## config.mk

```make
export PLATFORM = sky130hd
export DESIGN_NAME = ssd_scan_ctrl
export DESIGN_NICKNAME = d
export VERILOG_FILES = /design/src/rtl/ssd_pkg.sv /design/src/rtl/ssd_tick_gen.sv /design/src/rtl/ssd_scan_ctrl.sv
export SDC_FILE = /design/constraint.sdc
export NUM_CORES = 1
export LEC_CHECK = 0
export CAP_MARGIN = 40
export CORE_ASPECT_RATIO = 1.5
export CORE_MARGIN = 2
export CORE_UTILIZATION = 25
export CTS_BUF_LIST = sky130_fd_sc_hd__clkbuf_8
export DETAILED_ROUTE_END_ITERATION = 7
export DONT_BUFFER_PORTS = 1
export MAX_ROUTING_LAYER = met4
export PLACE_DENSITY = 0.36
export SLEW_MARGIN = 30
export SYNTH_ARGS = -nofsm -noshare
export SYNTH_HDL_FRONTEND = slang
export SYNTH_SLANG_ARGS = --single-unit
```

## constraint.sdc

```tcl
create_clock -name clk -period 2.8 [get_ports clk]
set_input_delay 0.84 -clock clk [delete_from_list [all_inputs] [get_ports clk]]
set_output_delay 0.84 -clock clk [all_outputs]
set_load 0.02 [all_outputs]
```

## src/rtl/ssd_pkg.sv

```systemverilog
// Shared constants for the seven-segment scan controller and segment decoder.
package ssd_pkg;

  localparam logic [3:0] CODE_ADD   = 4'd10;
  localparam logic [3:0] CODE_SUB   = 4'd11;
  localparam logic [3:0] CODE_MUL   = 4'd12;
  localparam logic [3:0] CODE_BLANK = 4'd15;

  localparam logic [3:0] AN_DIG0 = 4'b1110;
  localparam logic [3:0] AN_DIG1 = 4'b1101;
  localparam logic [3:0] AN_DIG2 = 4'b1011;
  localparam logic [3:0] AN_DIG3 = 4'b0111;

  typedef logic [1:0] digit_idx_t;

  function automatic logic [3:0] an_pattern(input digit_idx_t idx);
    logic [3:0] an;
    unique case (idx)
      2'd0:    an = AN_DIG0;
      2'd1:    an = AN_DIG1;
      2'd2:    an = AN_DIG2;
      default: an = AN_DIG3;
    endcase
    return an;
  endfunction

endpackage

```

## src/rtl/ssd_tick_gen.sv

```systemverilog
// Prescaler: one-cycle tick every SCAN_DIV clocks, counting 0..SCAN_DIV-1.
module ssd_tick_gen #(
  parameter int unsigned SCAN_DIV = 100000
) (
  input  logic clk,
  input  logic rst_n,
  output logic tick
);

  localparam int unsigned CW = $clog2(SCAN_DIV);
  localparam logic [CW-1:0] LAST = CW'(SCAN_DIV - 1);

  logic [CW-1:0] count_q, count_d;

  always_comb begin
    tick    = (count_q == LAST);
    count_d = tick ? '0 : count_q + CW'(1);
  end

  always_ff @(posedge clk or negedge rst_n) begin
    if (!rst_n) begin
      count_q <= '0;
    end else begin
      count_q <= count_d;
    end
  end

endmodule

```

## src/rtl/ssd_scan_ctrl.sv

```systemverilog
// Four-digit multiplexed display scanner with tear-free frame update and
// optional leading-zero blanking.
module ssd_scan_ctrl
  import ssd_pkg::*;
#(
  parameter int unsigned SCAN_DIV = 100000
) (
  input  logic        clk,
  input  logic        rst_n,
  input  logic        load,
  input  logic [15:0] digits_in,
  input  logic        blank_lz,
  output logic [3:0]  ssd_in,
  output logic [3:0]  ssd_an,
  output logic        pending,
  output logic        load_ack
);

  logic        tick;
  logic        apply;
  digit_idx_t  idx_q, idx_d;
  logic [15:0] shadow_q, shadow_d;
  logic [15:0] display_q, display_d;
  logic        pending_q, pending_d;
  logic        load_ack_q;
  logic [3:0]  ssd_in_q, ssd_in_d;
  logic [3:0]  ssd_an_q, ssd_an_d;
  logic [3:0]  code;
  logic        upper_zero;

  ssd_tick_gen #(
    .SCAN_DIV(SCAN_DIV)
  ) u_tick_gen (
    .clk  (clk),
    .rst_n(rst_n),
    .tick (tick)
  );

  // New data lands only on the 3->0 wrap so a frame never mixes old and new digits.
  always_comb begin
    apply     = tick && (idx_q == 2'd3) && pending_q;
    idx_d     = tick ? idx_q + 2'd1 : idx_q;
    display_d = apply ? shadow_q : display_q;
    shadow_d  = load ? digits_in : shadow_q;
    pending_d = load || (pending_q && !apply);
  end

  // Outputs are computed from next-state so they follow idx with one cycle latency.
  always_comb begin
    code       = display_d[3:0];
    upper_zero = 1'b0;
    unique case (idx_d)
      2'd0: begin
        code       = display_d[3:0];
        upper_zero = 1'b0;
      end
      2'd1: begin
        code       = display_d[7:4];
        upper_zero = (display_d[15:4] == 12'h000);
      end
      2'd2: begin
        code       = display_d[11:8];
        upper_zero = (display_d[15:8] == 8'h00);
      end
      default: begin
        code       = display_d[15:12];
        upper_zero = (display_d[15:12] == 4'h0);
      end
    endcase
    ssd_in_d = (blank_lz && upper_zero) ? CODE_BLANK : code;
    ssd_an_d = an_pattern(idx_d);
  end

  always_ff @(posedge clk or negedge rst_n) begin
    if (!rst_n) begin
      idx_q      <= 2'd0;
      shadow_q   <= '0;
      display_q  <= '0;
      pending_q  <= 1'b0;
      load_ack_q <= 1'b0;
      ssd_in_q   <= 4'd0;
      ssd_an_q   <= AN_DIG0;
    end else begin
      idx_q      <= idx_d;
      shadow_q   <= shadow_d;
      display_q  <= display_d;
      pending_q  <= pending_d;
      load_ack_q <= apply;
      ssd_in_q   <= ssd_in_d;
      ssd_an_q   <= ssd_an_d;
    end
  end

  assign ssd_in   = ssd_in_q;
  assign ssd_an   = ssd_an_q;
  assign pending  = pending_q;
  assign load_ack = load_ack_q;

endmodule

```

==> results.yml <==
sta:
  drv_slew: 0
  fmax_ghz: 0.411
  tightest_slew_ns: 0.353
  relSlewSlack_pct: 75.9
  setup_tns_ns: 0
  finalClockSkew_ns: 0.00978
  finalCriticalPeriod_ns: 2.44
  period_share_pct: 87.0
  hold_viol_final: 0
  setup_viol: 0
  rsz0062_at_grt: "no"
placement:
  placed_cells: 352
  place.gp.congestion: 0.742
  hpwl_um: 4410
  port_buffers: 0
layout:
  antenna_cells: 0
  drive_above_1_share_pct: 30.8
  utilization_pct: 29.3
  area_growth_pct: 13.8
  final_nets: 241
  layout.cells.non_filler: 368
floorplanning:
  start_util_pct: 25.7
  die_h_um: 132
  die_w_um: 89.2
  core_area_um2: 10600
  core.rowCount: 46
  io_pins: 30
  dieArea_um2: 11800
synth:
  synth_top_cell_by_area: "dfrtp_1"
  syn_inst: 210
  seq_area_frac_synth_pct: 56.2
  async_reset_ff_share_pct: 100
  yosys-top-cells-area: "dfrtp_1, mux2_2, dfstp_2, nand2_1, xor2_1"
  synth_most_common_cell: "dfrtp_1"
  synth_edf_count: 0
  ys_top_cells_by_count: "dfrtp_1, mux2_2, nand2_1"
  synth.distinct_cells: 42
  netlist_area_um2: 2720
  synth-main-ff-cell: "dfrtp_1"
  synthesis.nets: 232
  ys_warn_count: 0
  ys_ff_latch: 61
  synth_top_cell_area_share_pct: 53.3
  synth_area_per_cell_um2: 13.0
pwr:
  peakVddDrop_v: 0.000244
  power-per-cell-area_nw_per_um2: 587
  p_leak_nw: 1.42
clock_network:
  cts_tree: "done"
  clock_sinks: 61
  cts_hold_buffers: 0
  clock_path_buffers: 2
  cts_resized: 0
  clock_tree.root_cell: "clkbuf_8"
  cts_made_buffers: 9
  path_clk_slew_ns: 0.07
  htreeDepth: 3
  cts_setup_buffers: 0
  clock_latency_ns: 0.35
route:
  drt_pass1_iterations: 4
  drt.antenna.violating_nets: 0
  viasPerCell: 4.39
  drtIter0Drc: 39
  routed_wirelength_um: 6170
  avgRoutedWirePerCell_um: 16.8
  vias: 1615
  drc: 0
global_routing:
  grt_antenna_before_repair: 0
  grt_pass1_vias: 1736
  gr-total-overflow: 0
  grt_usage_pct: 11.8
  grt_pass1_wl_um: 9780
  grt_max_degree: 62
hold_path:
  hold_class: "in -> async"
critical_path:
  path_buf_inv: 1
  crit_path_cell_trace: "ha_1, and4_1, nand4_2, nor2_4, buf_4, mux2_2, or3_1, o21ai_1, o21ai_1"
  slowest_stage: "dfrtp_1"
  cp_max_fo: 5
  cpPeakStageDelay_ns: 0.38
  cp-start-kind: "flop"
  cpMostUsedCell: "o21ai_1"
  arrival_ns: 2.66
  path_class: "reg -> reg"
  critPathRequiredTime_ns: 3.02
  end_kind: "flop"
  path_delay_family: "simple AND/OR/NAND/NOR gates"
run:
  cap_viol_max_count: 0
status:
  status: "completed"
area by class of cell:
class / count / area, µm²
multi-input cells: 139 / 1130
fillers: 1124 / 7490
repair buffers: 4 / 30.0
well taps: 144 / 180
inverters: 4 / 15.0
flip-flops and latches: 61 / 1530
clock inverters: 7 / 91.3
clock buffers: 9 / 124
per-layer routing:
metal | up-vias | GRT usage, % | share of wire (%)
li1 | 762 | - | -
met3 | 13 | 3.44 | 3.5
met4 | 0 | 6.38 | 3.4
met1 | 813 | 13.5 | 39
met2 | 27 | 18.4 | 54
met5 | - | - | 0
worst paths after layout:
path	start	slack, ns	to	cells after the start
min in group clk	u_tick_gen.count_q[0]	0.49	u_tick_gen.count_q[0]	1
worst min-delay path	rst_n	0.18	display_q[12]	0
worst min register to register	u_tick_gen.count_q[0]	0.49	u_tick_gen.count_q[0]	1
worst max register to register	u_tick_gen.count_q[0]	0.36	ssd_in[2]	9
max in group asynchronous	rst_n	2.42	ssd_an[2]	0
worst max-delay path	u_tick_gen.count_q[0]	0.36	ssd_in[2]	9
placed cells by master (no fill, tap or decap), types with 2 or more instances in the layout:
cell,netlist,final
dfrtp_1,58,58
mux2_2,34,34
nand2_1,18,18
nor2_1,11,11
clkbuf_8,0,9
nand3_1,7,7
xor2_1,7,7
xnor2_1,6,6
o21ai_0,5,5
mux2i_1,5,5
inv_1,3,4
and3_1,4,4
nand4_1,4,4
or3_1,4,4
nor4_1,4,4
buf_4,0,4
a21oi_1,3,3
dfstp_2,3,3
and4_1,2,2
o21ai_2,2,2
o21ai_1,2,2
or4_1,2,2
a21bo_1,2,2
ha_1,2,2
clkinv_2,0,2
clkinv_4,0,2
bufinv_16,0,2
worst register-to-register path: stages, from the launching register on:
cell	delay, ns
dfrtp_1	0.38
ha_1	0.21
and4_1	0.30
nand4_2	0.20
nor2_4	0.20
buf_4	0.16
mux2_2	0.34
or3_1	0.30
o21ai_1	0.14
o21ai_1	0.08
metrics by stage:
stage	hold slack (ns)	setup slack (ns)	instance area [µm²]	total power, W
floorplan	0.455	0.619	2720	0.000962
global placement	0.467	0.366	2890	0.000970
detailed placement	0.483	0.320	2890	0.000970
CTS	0.155	0.297	3100	0.00186
global route	0.154	0.178	3100	0.00189
finish	0.183	0.365	3100	0.00182
power breakdown:
part | leakage, nW | internal, W | total, W | switching [W]
registers | 0.786 | 0.000904 | 0.000925 | 0.0000202
logic | 0.518 | 0.0000220 | 0.0000272 | 0.00000523
clock network | 0.114 | 0.000498 | 0.000867 | 0.000370
cell families after synthesis:
kind of cell	synth area share, %
mux	16.7
flops	56.2
buf+inv	2.34
xor+xnor	5.19
simple gates	13.8
fa+ha+maj	0.919
compound gates	4.87
flip-flops by register name (all words and copies together) (netlist names):
register and flops:
pending 1, ssd_an 4, ssd_in 4, u_tick_gen.count_q 17
idx_q 2, shadow_q 16, display_q 16, load_ack 1
Power figures use the tool's default switching activity.
